==> config.mk <==
export PLATFORM = sky130hd
export DESIGN_NAME = baud_gen_frac
export DESIGN_NICKNAME = d
export VERILOG_FILES = /design/src/rtl/baud_gen_frac.sv
export SDC_FILE = /design/constraint.sdc
export NUM_CORES = 1
export LEC_CHECK = 0
export ABC_AREA = 1
export BUFFER_PORTS_ARGS = -buffer_cell sky130_fd_sc_hd__buf_2
export CAP_MARGIN = 15
export CORE_UTILIZATION = 57
export DETAILED_ROUTE_END_ITERATION = 8
export PLACE_DENSITY = 0.76
export REMOVE_ABC_BUFFERS = 1
export SLEW_MARGIN = 0
export SYNTH_ARGS = -nofsm -noshare
export SYNTH_HDL_FRONTEND = slang
export SYNTH_SLANG_ARGS = --single-unit
==> constraint.sdc <==
create_clock -name clk -period 6.55 [get_ports clk]
set_clock_uncertainty 0.1 [all_clocks]
set_input_delay 1.31 -clock clk [delete_from_list [all_inputs] [get_ports clk]]
set_output_delay 1.31 -clock clk [all_outputs]
set_load 0.05 [all_outputs]
==> src/rtl/baud_gen_frac.sv <==
// Fractional baud-rate generator: integer+fraction clock divider to an
// oversample tick, then a fixed OSR divider to mid-bit and bit ticks.
module baud_gen_frac #(
  parameter int               DIV_W    = 16,
  parameter int               FRAC_W   = 4,
  parameter int               OSR      = 16,
  parameter logic [DIV_W-1:0] RST_DIV  = 16'd651,
  parameter logic [FRAC_W-1:0] RST_FRAC = 4'd0
) (
  input  logic              clk,
  input  logic              rst,
  input  logic              en,
  input  logic              restart,
  input  logic [DIV_W-1:0]  div_int,
  input  logic [FRAC_W-1:0] div_frac,
  input  logic              div_load,
  output logic              div_pending,
  output logic              os_tick,
  output logic              mid_tick,
  output logic              bit_tick
);

  localparam int OSC_W = $clog2(OSR);
  localparam logic [OSC_W-1:0] OSC_MAX = OSC_W'(OSR - 1);
  localparam logic [OSC_W-1:0] OSC_MID = OSC_W'(OSR / 2 - 1);

  // one extra bit so a maximal divisor plus the carry cycle is reachable
  logic [DIV_W:0]    cnt;
  logic [DIV_W:0]    ei;
  logic [DIV_W:0]    last;
  logic [FRAC_W-1:0] acc;
  logic              ext;
  logic [OSC_W-1:0]  osc;
  logic [DIV_W-1:0]  ai;
  logic [DIV_W-1:0]  si;
  logic [FRAC_W-1:0] af;
  logic [FRAC_W-1:0] sf;
  logic              pend;
  logic [FRAC_W:0]   sum;
  logic              run;
  logic              ev;
  logic              bnd;
  logic              apply;

  always_comb begin
    ei    = (ai < DIV_W'(2)) ? (DIV_W+1)'(2) : {1'b0, ai};
    last  = ei - (DIV_W+1)'(1) + (DIV_W+1)'(ext);
    run   = en & ~restart;
    ev    = run & (cnt == last);
    bnd   = ev & (osc == OSC_MAX);
    apply = pend & (bnd | ~en | restart);
    sum   = {1'b0, acc} + {1'b0, af};
  end

  always_ff @(posedge clk or posedge rst) begin
    if (rst) begin
      cnt <= '0;
      acc <= '0;
      ext <= 1'b0;
      osc <= '0;
    end else if (restart) begin
      cnt <= '0;
      acc <= '0;
      ext <= 1'b0;
      osc <= '0;
    end else if (ev) begin
      cnt <= '0;
      acc <= sum[FRAC_W-1:0];
      ext <= sum[FRAC_W];
      osc <= (osc == OSC_MAX) ? '0 : osc + OSC_W'(1);
    end else if (en) begin
      cnt <= cnt + (DIV_W+1)'(1);
    end
  end

  // a load coinciding with an apply stays pending for the next boundary
  always_ff @(posedge clk or posedge rst) begin
    if (rst) begin
      ai   <= RST_DIV;
      af   <= RST_FRAC;
      si   <= RST_DIV;
      sf   <= RST_FRAC;
      pend <= 1'b0;
    end else begin
      if (apply) begin
        ai <= si;
        af <= sf;
      end
      if (div_load) begin
        si   <= div_int;
        sf   <= div_frac;
        pend <= 1'b1;
      end else if (apply) begin
        pend <= 1'b0;
      end
    end
  end

  always_ff @(posedge clk or posedge rst) begin
    if (rst) begin
      os_tick  <= 1'b0;
      mid_tick <= 1'b0;
      bit_tick <= 1'b0;
    end else begin
      os_tick  <= ev;
      mid_tick <= ev & (osc == OSC_MID);
      bit_tick <= bnd;
    end
  end

  assign div_pending = pend;

endmodule

# Yosys cells after proc, flatten, opt, wreduce, memory -nomap -nowiden
# Index checks and enable logic that the tools add are counted.
[classes]
muxes = 13
order_cmp = 1
reduce_logical = 3
n_addsub = 5
n_bitwise = 9
n_eq_ne = 3
[ops]
columns = ["cell", "count"]
rows = [
  ["$mux 17", 3],
  ["$mux 4", 5],
  ["$add 17x1->17", 1],
  ["$add 17x1->17 const B", 1],
  ["$eq 17x17->1", 1],
  ["$sub 16x1->17 const B", 1],
  ["$lt 16x2->1 const B", 1],
  ["$mux 16", 1],
  ["$add 4x4->5", 1],
  ["$and 1x1->1", 5],
  ["$add 4x1->4 const B", 1],
  ["$eq 4x3->1 const B", 1],
  ["$eq 4x4->1 const B", 1],
  ["$mux 1", 4],
  ["$reduce_bool 2->1", 2],
  ["$reduce_bool 3->1", 1],
  ["$not 1->1", 2],
  ["$or 1x1->1", 2],
]
[word_totals]
out_inout_bits = 4
wordCells = 46
ff_bits = 70

# Logic depth before layout (Yosys ltp)
# Gate-level depths: netlist of the first run.
[depth]
word_depth = 12
ltp_mapped = 25
depth_no_buf = 24

# Worst setup path after synthesis of the first run
# OpenSTA, ideal clock, no wires.
[synth_path]
kind = "input port to flip-flop"
start = "input port en"
end = "register ai[2]"
setup_time_ps = 117
n_path_buf = 1
t_arrival_ps = 2736
path_stages = 16
setup_slack_ps = 3597
path_cell_list = "inv_1 nor2_2 nand3_1 nor2_1 nand2_1 nor2_1 nand3_1 nor2_1 nand3_1 nor2_4 nand3_4 nand2_4 nand2_2 buf_6 nand2_1 nand2_1"
[synth_via]
elab_chain_len = 6
[synth_lines]
columns = ["item", "line_no", "source"]
rows = [
  ["start, declared", "12", "input logic en,"],
  ["$and 1x1->1", "48", "run = en & ~restart;"],
  ["$and 1x1->1", "49", "ev = run & (cnt == last);"],
  ["$and 1x1->1", "50", "bnd = ev & (osc == OSC_MAX);"],
  ["$or 1x1->1 * (2 in a row)", "51", "apply = pend & (bnd | ~en | restart);"],
  ["$and 1x1->1 *", "51", ""],
  ["end signal, assigned", "86", "ai <= si;"],
  ["end, declared", "34", "logic [DIV_W-1:0] ai;"],
]
# Mark *: on every way between the ends. The rest lies on a longest branch, timed or not.
# A chain may end at the register's enable or synchronous reset.

# Worst setup path after layout of the first run
[layout_path]
start = "register ai[10]"
end = "register ai[5]"
[layout_via]
elab_chain_len = 10
[layout_lines]
columns = ["item", "line_no", "source"]
rows = [
  ["$lt 16x2->1", "46", "ei = (ai < DIV_W'(2)) ? (DIV_W+1)'(2) : {1'b0, ai};"],
  ["$mux 16 *", "46", ""],
  ["$sub 16x1->17 *", "47", "last = ei - (DIV_W+1)'(1) + (DIV_W+1)'(ext);"],
  ["$add 17x1->17 *", "47", ""],
  ["$eq 17x17->1 *", "49", ""],
  ["$and 1x1->1 *", "49", ""],
  ["$and 1x1->1 *", "50", ""],
  ["$or 1x1->1 * (2 in a row)", "51", ""],
  ["$and 1x1->1 *", "51", ""],
]
# Marks and branches as above.

==> out/qor.json, run 1 <==
{
  "grt": {
    "global_route.usage.total": 0.239,
    "grt_remaining_overflow": 0,
    "antenna_found_initial": 0,
    "pin_count_of_the_biggest_net_entering_global_routing": 71,
    "first_pass_grt_wire_length_um": 13400,
    "first_global_vias": 2885
  },
  "clock_network": {
    "clk_latency_ps": 340,
    "cts_max_path_buffers": 2,
    "tritoncts.num_buffers": 9,
    "worst_setup_hold_path_clk_slew_ps": 80,
    "clock_sink_count": 70,
    "cts_hold_buf": 0,
    "postCtsResizedCells": 0,
    "h-tree-depth": 3,
    "cts_tree": "built",
    "post-cts-setup-buffers": 0,
    "cts.root.buffer_cell": "clkbuf_8"
  },
  "routing": {
    "postRouteWirelength_um": 7500,
    "first_pass_iters": 6,
    "detailedRoute.firstIterationViolations": 160,
    "routed-via-count": 3036,
    "drcViolationCount": 2,
    "detail_route.wl_per_cell_um": 12.7,
    "number_of_nets_with_antenna_violations_after_routing": 0,
    "detail_route.vias_per_cell": 5.14
  },
  "run_status": {
    "run_status": "complete, but fails checks",
    "failed_checks": "design-rule violations"
  },
  "layout": {
    "antennaDiodeCount": 0,
    "n_fill_cell": 557,
    "finish.net_count": 543,
    "area_growth_syn_to_layout_pct": 9.76,
    "leading_cell_types_in_the_layout_fill_and_taps_excluded": "nand2_1, dfrtp_1, nor2_1, nand3_1, inv_1",
    "area_of_the_multi_input_gates_mm2": 0.00189,
    "layout.cells.most_common": "nand2_1",
    "drive_gt1_frac": 0.150,
    "seqCellArea_mm2": 0.00176
  },
  "placement": {
    "port_buffers": 28,
    "gpl.final_weighted_congestion": 0.922,
    "place_ws_ps": 2930,
    "dp_hpwl_um": 5570
  },
  "timing": {
    "tns_ps": 0,
    "maxSlewViolCount": 0,
    "report.final.setup_viol": 0,
    "post-route-period-util": 0.535,
    "final_hold_viol_count": 0,
    "worst_slack_ps": 3050,
    "timing.max_slew.rel_slack": 0.439,
    "tightest_slew_ps": 841,
    "finalCriticalPeriod_ps": 3500,
    "rsz0062_at_grt": "no",
    "fmax_mhz": 286
  },
  "yosys": {
    "synth_flop_cell": "dfrtp_1",
    "synth.yosys.warnings": 0,
    "post-synth-top-area-fraction": 0.388,
    "syn-instance-count": 481,
    "synth_seq_area_share": 0.456,
    "synth.ff_latch_count": 70,
    "post_synth_edffs": 0,
    "post_synth_main_area_contributors": "dfrtp_1, nand2_1, dfstp_2, xor2_1, nand3_1",
    "yosysTopAreaCell": "dfrtp_1",
    "postSynth.asyncResetShare": 1.00,
    "synth.avg_cell_area_um2": 8.05,
    "mappedNetlistArea_mm2": 0.00387,
    "synth_cell_types": 40
  },
  "floorplanning": {
    "top_level_ports": 29,
    "initial_core_util": 0.599,
    "die_h_um": 84.4,
    "core_mm2": 0.00646,
    "floorplan.rows": 29,
    "die-width_um": 84.4,
    "floorplan.die_area_mm2": 0.00713
  },
  "setup_path": {
    "critical_path_peak_fanout": 21,
    "cp.required_ps": 6680,
    "cp_data_arrival_time_ps": 3630,
    "start_kind": "register",
    "worstReg2RegEnd": "ai[5]",
    "crit_type": "reg2reg",
    "r2r-start": "ai[10]",
    "r2r_setup_slack_ps": 3050,
    "setup.worst_path.end_class": "register",
    "reg2reg_depth": 20
  },
  "min_path": {
    "hold_path_end": "si[1]",
    "min_path_type": "reg2reg",
    "whs_path_depth": 2,
    "worst_hold_startpoint": "si[1]"
  },
  "power_and_ir_drop": {
    "comb_power_share": 0.167,
    "power_per_cell_area_mw_per_mm2": 248,
    "p_int_uw": 747,
    "static_leakage_uw": 0.00217,
    "sw_frac_of_total": 0.292,
    "power.net_switching_uw": 307,
    "power.share.sequential": 0.476,
    "vdd.ir_drop.worst_mv": 0.205,
    "clock_power_share": 0.357
  },
  "run": {
    "cap_violations": 0
  }
}
cell type report:
type	instances	area share
multi-input cells	363	0.445
well taps	77	0.0227
clock inverters	6	0.0203
clock buffers	10	0.0300
flip-flops and latches	70	0.415
repair buffers	29	0.0347
inverters	36	0.0318
logic make-up (layout without fill, tap and decap cells):
group                      Yosys count  after routing  share of synthesized area
xor gates and xnor gates            37             37                     0.0837
and+or+nand+nor                    302            302                      0.353
DFF                                 70             70                      0.456
AOI/OAI and AO/OA                   15             15                     0.0210
buffers and inverters               48             81                     0.0556
adders and majority gates            9              9                     0.0310
layer usage:
| metal | share of wire | GRT usage | vias up |
|---|---|---|---|
| li1 | - | - | 1579 |
| met1 | 0.50 | 0.346 | 1374 |
| met2 | 0.44 | 0.364 | 70 |
| met3 | 0.046 | 0.0541 | 13 |
| met4 | 0.013 | 0.0693 | 0 |
| met5 | 0 | 0 | - |
Yosys cell counts (2+ instances only):
library cell and n:
nand2_1 157, dfrtp_1 60, nand3_1 50, nor2_1 50
inv_1 33, xor2_1 29, dfstp_2 10, nand4_1 9
ha_1 8, nor3_1 8, xnor2_1 8, a21oi_1 6
nor2_2 6, clkbuf_1 5, o21ai_1 4, buf_4 3
buf_6 3, nand2_4 3, nor2_4 3, inv_2 2
nand2_2 2, nor3b_1 2, o21ai_0 2, or2_2 2
sequential cells by signal, indices dropped and copies added (netlist names):
signal,flops
ai,16
osc,4
acc,4
bit_tick,1
sf,4
af,4
ext,1
mid_tick,1
os_tick,1
div_pending,1
cnt,17
si,16
critical path: stages (launching register included):
cell and delay (ps):
dfrtp_1 430, nor2_2 190, nand2_1 110, nor2_4 140, nand2_4 100, nand2_1 80
ha_1 170, ha_1 220, nand2_1 100, nor2_2 150, nand2_1 120, o21ai_0 190
o21ai_0 110, nor2_1 120, nand2_1 100, nor2_4 140, nand3_4 110, nand2_4 200
nand2_2 270, nand2_1 160, nand2_1 60
how the worst max path moves through the flow:
stage | slack, ps | endpoint | from
2_1_floorplan | 3390 | acc[0] | rst
3_3_place_gp | 3000 | ai[15] | restart
3_5_place_dp | 2930 | ai[5] | restart
4_1_cts | 3040 | ai[5] | ai[10]
5_1_grt | 2670 | ai[5] | ai[10]
6_report | 3050 | ai[5] | ai[10]
metrics by stage:
| stage | total power (uW) | cells | util | hold WS (ps) | cell area, um^2 |
|---|---|---|---|---|---|
| finish | 1050 | 591 | 0.658 | 363 | 4250 |
| global route | 1120 | 591 | 0.658 | 387 | 4250 |
| CTS | 1070 | 591 | 0.658 | 367 | 4250 |
| detailed placement | 686 | 575 | 0.625 | 356 | 4040 |
| global placement | 680 | 575 | 0.625 | 353 | 4040 |
| floorplan | 637 | 469 | - | 343 | 3790 |
power groups by stage:
stage | registers, uW | logic (uW) | clock network [uW]
global route | 506 | 203 | 407
detailed placement | 509 | 177 | 0
CTS | 501 | 177 | 386
global placement | 509 | 172 | 0
finish | 502 | 176 | 377
floorplan | 502 | 136 | 0
No activity file was read; power rests on OpenSTA's default activity.
==> inputs of run 2 (changes only) <==
CORE_UTILIZATION = 54   (was 57)
clock period = 3.1 ns   (was 6.55 ns; I/O delays follow)
==> out/qor.json, run 2 (synthesized netlist as in run 1, its figures left out) <==
{
  "layout": {
    "leading_cell_types_in_the_layout_fill_and_taps_excluded": "nand2_1, dfrtp_1, nand3_1, nor2_1, inv_1",
    "finish.net_count": {"value": 576, "change": "+6.1%"},
    "largest_register_ffs": {"value": 17, "change": "unchanged"},
    "drive_gt1_frac": {"value": 0.229, "change": "+0.0787"},
    "layoutNonFillerInstCount": {"value": 643, "change": "+8.8%"},
    "area_growth_syn_to_layout_pct": 21.1,
    "largest_register_by_flop_count": "cnt",
    "antennaDiodeCount": {"value": 0, "change": "unchanged"},
    "largest_registers": "cnt (17), ai (16), si (16)",
    "seqCellArea": {"value": 0.00176, "unit": "mm^2", "change": "unchanged"},
    "postLayoutCellArea": {"value": 0.00469, "unit": "mm^2", "change": "+10%"},
    "n_fill_cell": {"value": 548, "change": "-1.6%"},
    "area_of_the_multi_input_gates": {"value": 0.00200, "unit": "mm^2", "change": "+6.0%"},
    "layout.cells.most_common": "nand2_1"
  },
  "floorplanning": {
    "die_h": {"value": 86.7, "unit": "um", "change": "+2.7%"},
    "floorplan.die_area": {"value": 0.00751, "unit": "mm^2", "change": "+5.4%"},
    "floorplan.rows": {"value": 30, "change": "+3.4%"},
    "core": {"value": 0.00687, "unit": "mm^2", "change": "+6.4%"},
    "top_level_ports": {"value": 29, "change": "unchanged"},
    "initial_core_util": {"value": 0.564, "change": "-0.0358"},
    "die-width": {"value": 86.7, "unit": "um", "change": "+2.7%"}
  },
  "routing": {
    "detailedRoute.firstIterationViolations": {"value": 209, "change": "+31%"},
    "drcViolationCount": {"value": 0, "change": "-2"},
    "number_of_nets_with_antenna_violations_after_routing": {"value": 0, "change": "unchanged"},
    "detail_route.vias_per_cell": {"value": 5.17, "change": "+0.60%"},
    "first_pass_iters": {"value": 5, "change": "-1"},
    "routed-via-count": {"value": 3323, "change": "+9.5%"},
    "postRouteWirelength": {"value": 8540, "unit": "um", "change": "+14%"},
    "detail_route.wl_per_cell": {"value": 13.3, "unit": "um", "change": "+4.7%"}
  },
  "clock_network": {
    "cts_hold_buf": {"value": 0, "change": "unchanged"},
    "cts_tree": "built",
    "worst_setup_hold_path_clk_slew": {"value": 80, "unit": "ps", "change": "about the same"},
    "cts.root.buffer_cell": "clkbuf_8",
    "tritoncts.num_buffers": {"value": 9, "change": "unchanged"},
    "clock_sink_count": {"value": 70, "change": "unchanged"},
    "cts_max_path_buffers": {"value": 2, "change": "unchanged"},
    "clk_latency": {"value": 350, "unit": "ps", "change": "about the same"},
    "h-tree-depth": {"value": 3, "change": "unchanged"}
  },
  "placement": {
    "place.detailed.instances": {"value": 616, "change": "+7.1%"},
    "port_buffers": {"value": 28, "change": "unchanged"},
    "dpl_cell_area": {"value": 0.00422, "unit": "mm^2", "change": "+4.7%"},
    "place_ws": {"value": -30.6, "unit": "ps", "change": "-2960 ps"},
    "dp_hpwl": {"value": 5830, "unit": "um", "change": "+4.7%"},
    "gpl.final_weighted_congestion": {"value": 0.906, "change": "-1.7%"}
  },
  "run": {
    "cap_violations": {"value": 0, "change": "unchanged"}
  },
  "grt": {
    "pin_count_of_the_biggest_net_entering_global_routing": {"value": 27, "change": "-62%"},
    "antenna_found_initial": {"value": 0, "change": "unchanged"},
    "first_pass_grt_wire_length": {"value": 13800, "unit": "um", "change": "+2.9%"},
    "global_route.usage.total": {"value": 0.236, "change": "-0.00268"},
    "first_global_vias": {"value": 3089, "change": "+7.1%"},
    "grt_remaining_overflow": {"value": 0, "change": "unchanged"}
  },
  "timing": {
    "fmax": {"value": 326, "unit": "MHz", "change": "+14%"},
    "maxSlewViolCount": {"value": 0, "change": "unchanged"},
    "tns": {"value": 0, "unit": "ps", "change": "unchanged"},
    "finalCriticalPeriod": {"value": 3070, "unit": "ps", "change": "-431 ps"},
    "timing.max_slew.rel_slack": {"value": 0.624, "change": "+0.185"},
    "post-route-period-util": {"value": 0.991, "change": "+0.456"},
    "report.final.setup_viol": {"value": 0, "change": "unchanged"},
    "worst_slack": {"value": 29.1, "unit": "ps", "change": "-3020 ps"},
    "final_hold_viol_count": {"value": 0, "change": "unchanged"},
    "tightest_slew": {"value": 563, "unit": "ps", "change": "-278 ps"}
  },
  "setup_path": {
    "critical_path_peak_fanout": {"value": 10, "change": "-52%"},
    "start_kind": "register",
    "cp.required": {"value": 3240, "unit": "ps", "change": "-3440 ps"},
    "setup.worst_path.end_class": "register",
    "crit_type": "reg2reg",
    "cp_data_arrival_time": {"value": 3210, "unit": "ps", "change": "-420 ps"}
  },
  "power_and_ir_drop": {
    "static_leakage": {"value": 0.00238, "unit": "uW", "change": "+9.7%"},
    "vdd.ir_drop.worst": {"value": 0.372, "unit": "mV", "change": "+81%"},
    "power_per_cell_area": {"value": 510, "unit": "mW/mm^2", "change": "+110%"}
  },
  "min_path": {
    "min_path_type": "in2async"
  },
  "run_status": {
    "run_status": "completed"
  }
}
run 2: changes by cell type in the layout (fill, tap and decap cells not counted), sizes merged:
cell	previous run	this run
buf	29	59
clkbuf	10	13
clkinv	4	2
clkinvlp	1	2
nand2	162	163
run 2: worst paths after layout:
path	endpoint	slack [ps]	startpoint	cells after the start
setup reg to reg	ai[4]	30	ai[11]	20
min in group clk	sf[0]	350	div_frac[0]	3
max in group asynchronous	ai[9]	2040	rst	3
setup / recovery	ai[4]	30	ai[11]	20
hold reg to reg	si[1]	360	si[1]	2
hold / removal	sf[2]	140	rst	2
run 2: repair_timing:
item	4_1_cts	5_1_grt
pin swaps	0	13
gates resized for setup	1	27
buffers inserted	0	7
gates cloned	0	4
setup endpoints to repair	12	47
run 2: worst max-delay path: stages, from the launching register on:
cell and delay (ps):
dfrtp_1 390, nor2_2 150, nand2_2 80, nor2_4 150, nand2_4 60, nand2_1 60
ha_2 200, ha_4 210, xnor2_1 120, nor2_1 130, nand2_1 80, nor2_2 130
nand3_1 110, nor2_2 140, nand3_2 100, nor2_4 190, nand3_4 120, nand2_8 150
nand2_4 120, nand2_1 100, nand2_1 50
run 2: routing by layer:
metal / routed length (um) / track usage
met1: 3840 / 0.309
met2: 4130 / 0.395
met3: 425 / 0.0581
met4: 149 / 0.0591
met5: 0 / 0
run 2: power breakdown:
group	internal [uW]	total (uW)	switching (uW)
logic	214	525	311
registers	989	1030	45.7
clock network	477	834	357
total	1680	2390	714
run 2: cell type report:
cell class              instances  area share
clock buffers                  11      0.0302
clock inverters                 5      0.0179
inverters                      36      0.0288
multi-input cells             364       0.428
flip-flops and latches         70       0.376
well taps                      96      0.0256
repair buffers                 61      0.0937
run 2: metrics by stage:
stage	util	hold WS, ps	total power, uW
after detailed placement	0.615	358	1500
after floorplan	-	343	1350
after global placement	0.615	352	1480
after CTS	0.648	151	2330
after global routing	0.683	152	2500
final	0.683	139	2390
==> inputs of run 3 (changes only) <==
ABC_AREA = 0   (was 1)
==> out/qor.json, run 3 <==
{
  "setup_path": {
    "crit_type": "reg2reg",
    "crit_path_cell_trace": "nor4_1, nand4_1, nand2_1, ha_2, ha_4, nor4b_4, buf_4, buf_4, xnor2_2, and3_1, o221ai_2, or4_4, or2_4, mux2_4",
    "critical_path_peak_fanout": {"value": 5, "change": "-5"},
    "crit_top_cell": "buf_4",
    "critical_path.max_stage_delay": {"value": 450, "unit": "ps", "change": "+60 ps"},
    "reg2reg_depth": {"value": 14, "change": "-30%"},
    "critical_path.slowest_cell": "or4_4",
    "cp_data_arrival_time": {"value": 3830, "unit": "ps", "change": "+620 ps"},
    "cp_num_cells": {"value": 14, "change": "-30%"},
    "critical_path.top_delay_family": "simple AND/OR/NAND/NOR gates",
    "cp.required": {"value": 3250, "unit": "ps", "change": "about the same"},
    "path_buf_inv": {"value": 2, "change": "+2"},
    "setup.worst_path.end_class": "register",
    "start_kind": "register"
  },
  "yosys": {
    "yosysTopAreaCell": "dfrtp_1",
    "synth.ff_latch_count": {"value": 70, "change": "unchanged"},
    "syn-instance-count": {"value": 335, "change": "-30%"},
    "post_synth_main_area_contributors": "dfrtp_1, mux2_2, dfstp_2, xnor2_1, xor2_1",
    "synth_flop_cell": "dfrtp_1",
    "synth_cell_types": {"value": 59, "change": "+48%"},
    "synth.avg_cell_area": {"value": 11.3, "unit": "um^2", "change": "+41%"},
    "synth.most_common_cell": "dfrtp_1",
    "synth_seq_area_share": {"value": 0.466, "change": "+0.00978"},
    "post-synth-top-area-fraction": {"value": 0.396, "change": "+0.00832"},
    "synth.yosys.warnings": {"value": 0, "change": "unchanged"},
    "mappedNetlistArea": {"value": 0.00379, "unit": "mm^2", "change": "-2.1%"},
    "post_synth_edffs": {"value": 0, "change": "unchanged"},
    "postSynth.asyncResetShare": {"value": 1.00, "change": "unchanged"},
    "synth.cells.most_frequent": "dfrtp_1, mux2_2, nor2_1"
  },
  "layout": {
    "drive_gt1_frac": {"value": 0.498, "change": "+0.269"},
    "largest_register_ffs": {"value": 17, "change": "unchanged"},
    "layout.cells.most_common": "dfrtp_1",
    "postLayoutCellArea": {"value": 0.00497, "unit": "mm^2", "change": "+6.1%"},
    "area_growth_syn_to_layout_pct": 31.2,
    "largest_register_by_flop_count": "cnt",
    "antennaDiodeCount": {"value": 0, "change": "unchanged"},
    "n_fill_cell": {"value": 416, "change": "-24%"},
    "finish.net_count": {"value": 445, "change": "-23%"},
    "leading_cell_types_in_the_layout_fill_and_taps_excluded": "dfrtp_1, mux2_2, buf_4, buf_2, xnor2_1",
    "largest_registers": "cnt (17), ai (16), si (16)"
  },
  "routing": {
    "postRouteWirelength": {"value": 9210, "unit": "um", "change": "+7.8%"},
    "drcViolationCount": {"value": 0, "change": "unchanged"},
    "routed-via-count": {"value": 2930, "change": "-12%"},
    "detail_route.vias_per_cell": {"value": 5.72, "change": "+11%"},
    "detailedRoute.firstIterationViolations": {"value": 224, "change": "+7.2%"},
    "number_of_nets_with_antenna_violations_after_routing": {"value": 0, "change": "unchanged"},
    "first_pass_iters": {"value": 4, "change": "-1"},
    "detail_route.wl_per_cell": {"value": 18.0, "unit": "um", "change": "+35%"}
  },
  "grt": {
    "grt_remaining_overflow": {"value": 0, "change": "unchanged"},
    "pin_count_of_the_biggest_net_entering_global_routing": {"value": 28, "change": "+3.7%"},
    "antenna_found_initial": {"value": 0, "change": "unchanged"},
    "first_pass_grt_wire_length": {"value": 14700, "unit": "um", "change": "+6.6%"},
    "global_route.usage.total": {"value": 0.267, "change": "+0.0304"},
    "first_global_vias": {"value": 3033, "change": "-1.8%"}
  },
  "power_and_ir_drop": {
    "p_total": {"value": 2480, "unit": "uW", "change": "+3.6%"},
    "static_leakage": {"value": 0.00218, "unit": "uW", "change": "-8.5%"},
    "vdd.ir_drop.worst": {"value": 0.397, "unit": "mV", "change": "+6.6%"},
    "p_int": {"value": 1760, "unit": "uW", "change": "+4.9%"},
    "power.share.sequential": {"value": 0.429, "change": "-0.003"},
    "comb_power_share": {"value": 0.248, "change": "+0.029"},
    "clock_power_share": {"value": 0.322, "change": "-0.026"},
    "power.net_switching": {"value": 719, "unit": "uW", "change": "+0.74%"},
    "sw_frac_of_total": {"value": 0.290, "change": "-0.00831"},
    "power_per_cell_area": {"value": 499, "unit": "mW/mm^2", "change": "-2.3%"}
  },
  "clock_network": {
    "h-tree-depth": {"value": 3, "change": "unchanged"},
    "clk_latency": {"value": 360, "unit": "ps", "change": "about the same"},
    "tritoncts.num_buffers": {"value": 9, "change": "unchanged"},
    "cts_hold_buf": {"value": 0, "change": "unchanged"},
    "cts.root.buffer_cell": "clkbuf_8",
    "cts_tree": "built",
    "clock_sink_count": {"value": 70, "change": "unchanged"},
    "cts_max_path_buffers": {"value": 2, "change": "unchanged"},
    "worst_setup_hold_path_clk_slew": {"value": 80, "unit": "ps", "change": "about the same"}
  },
  "placement": {
    "dpl_cell_area": {"value": 0.00427, "unit": "mm^2", "change": "+1.1%"},
    "gpl.final_weighted_congestion": {"value": 0.850, "change": "-6.2%"},
    "port_buffers": {"value": 28, "change": "unchanged"},
    "dp_hpwl": {"value": 5550, "unit": "um", "change": "-4.9%"}
  },
  "timing": {
    "maxSlewViolCount": {"value": 0, "change": "unchanged"},
    "rsz0062_at_grt": "yes",
    "worst_slack": {"value": -588, "unit": "ps", "change": "-617 ps"},
    "finalCriticalPeriod": {"value": 3690, "unit": "ps", "change": "+617 ps"},
    "fmax": {"value": 271, "unit": "MHz", "change": "-17%"},
    "finalHoldWorstSlack": {"value": 146, "unit": "ps", "change": "+6.40 ps"},
    "report.final.setup_viol": {"value": 50, "change": "+50"},
    "timing.max_slew.rel_slack": {"value": 0.582, "change": "-0.0423"},
    "final_hold_viol_count": {"value": 0, "change": "unchanged"},
    "tightest_slew": {"value": 623, "unit": "ps", "change": "+59.3 ps"},
    "post-route-period-util": {"value": 1.19, "change": "+0.199"}
  },
  "floorplanning": {
    "core": {"value": 0.00679, "unit": "mm^2", "change": "-1.1%"},
    "die_h": {"value": 85.8, "unit": "um", "change": "-1.0%"},
    "top_level_ports": {"value": 29, "change": "unchanged"},
    "initial_core_util": {"value": 0.558, "change": "-0.00574"},
    "floorplan.rows": {"value": 30, "change": "unchanged"},
    "floorplan.die_area": {"value": 0.00736, "unit": "mm^2", "change": "-2.1%"},
    "die-width": {"value": 85.8, "unit": "um", "change": "-1.0%"}
  },
  "run_status": {
    "failed_checks": "negative setup slack",
    "run_status": "complete, but fails checks"
  },
  "run": {
    "cap_violations": {"value": 0, "change": "unchanged"}
  },
  "min_path": {
    "min_path_type": "in2async"
  }
}
## run 3: changes by cell type in the layout (fill, tap and decap cells not counted), moves of 5 or more
cell / change
nand2_1: -140
nor2b_1: +7
buf_4: +10
nor4_4: +5
xor2_1: -13
xnor2_1: +9
nor2_1: -31
nand3_1: -40
inv_1: -25
mux2_4: +5
mux2_2: +40
buf_6: +6
nand2_2: -5
## run 3: worst paths after layout
kind | start | slack [ps] | end
max | ai[4] | -590 | osc[0]
min | rst | 150 | sf[0]
max reg2reg | ai[4] | -590 | osc[0]
min reg2reg | sf[0] | 400 | af[0]
max in group asynchronous | rst | 2040 | cnt[10]
min in group clk | div_int[9] | 390 | si[9]
## run 3: cells by family after synthesis
group	after synthesis	synth area share
AO/OA/AOI/OAI	37	0.0687
XOR/XNOR	36	0.0868
adder cells (fa/ha/maj)	9	0.0317
buffers and inverters	26	0.0297
flip-flops	70	0.465
multiplexers	47	0.143
AND/OR/NAND/NOR	110	0.175
## run 3: layout make-up
| cell class | count | area [um^2] | share of cell area |
|---|---|---|---|
| Inverter | 10 | 37.5 | 0.00755 |
| Timing Repair Buffer | 80 | 632 | 0.127 |
| Tap cell | 96 | 120 | 0.0242 |
| Sequential cell | 70 | 1760 | 0.355 |
| Clock inverter | 4 | 53.8 | 0.0108 |
| Clock buffer | 12 | 165 | 0.0332 |
| Multi-Input combinational cell | 240 | 2200 | 0.442 |
## run 3: timing repair
action | 4_1_cts | 5_1_grt
gates cloned | 4 | 1
setup buffers | 11 | 3
endpoints found under the setup margin | 50 | 50
resized for setup | 58 | 18
pin swaps | 34 | 11
## run 3: metal layers
metal,track usage,part of all wire,up-vias
met4,0.159,0.047,0
li1,-,-,1342
met5,0,0,-
met2,0.452,0.50,102
met1,0.320,0.40,1444
met3,0.0462,0.049,42
## run 3: through the flow
stage | worst slack (ps) | util | instances | TNS [ps]
after floorplan | -1130 | - | 319 | -39520
after global placement | -487 | 0.628 | 480 | -16690
after detailed placement | -565 | 0.628 | 480 | -19940
after CTS | -424 | 0.716 | 510 | -15250
after global routing | -718 | 0.732 | 512 | -32970
final | -588 | 0.732 | 512 | -25820
## run 3: worst reg2reg max path: cells and delay by family (launching register included)
family                     cells  cell delay (ps)
muxes                          1              320
xor gates and xnor gates       1              120
DFF                            1              380
adders and majority gates      2              340
and+or+nand+nor                7             1900
buffers and inverters          2              300
AOI/OAI and AO/OA              1              120
## run 3: power by group through the flow
| stage | logic, uW | clock network (uW) | registers, uW |
|---|---|---|---|
| final | 615 | 799 | 1060 |
| after global routing | 658 | 837 | 1070 |
| after CTS | 571 | 797 | 1060 |
| after detailed placement | 499 | 0 | 1080 |
| after global placement | 479 | 0 | 1070 |
| after floorplan | 277 | 0 | 1100 |
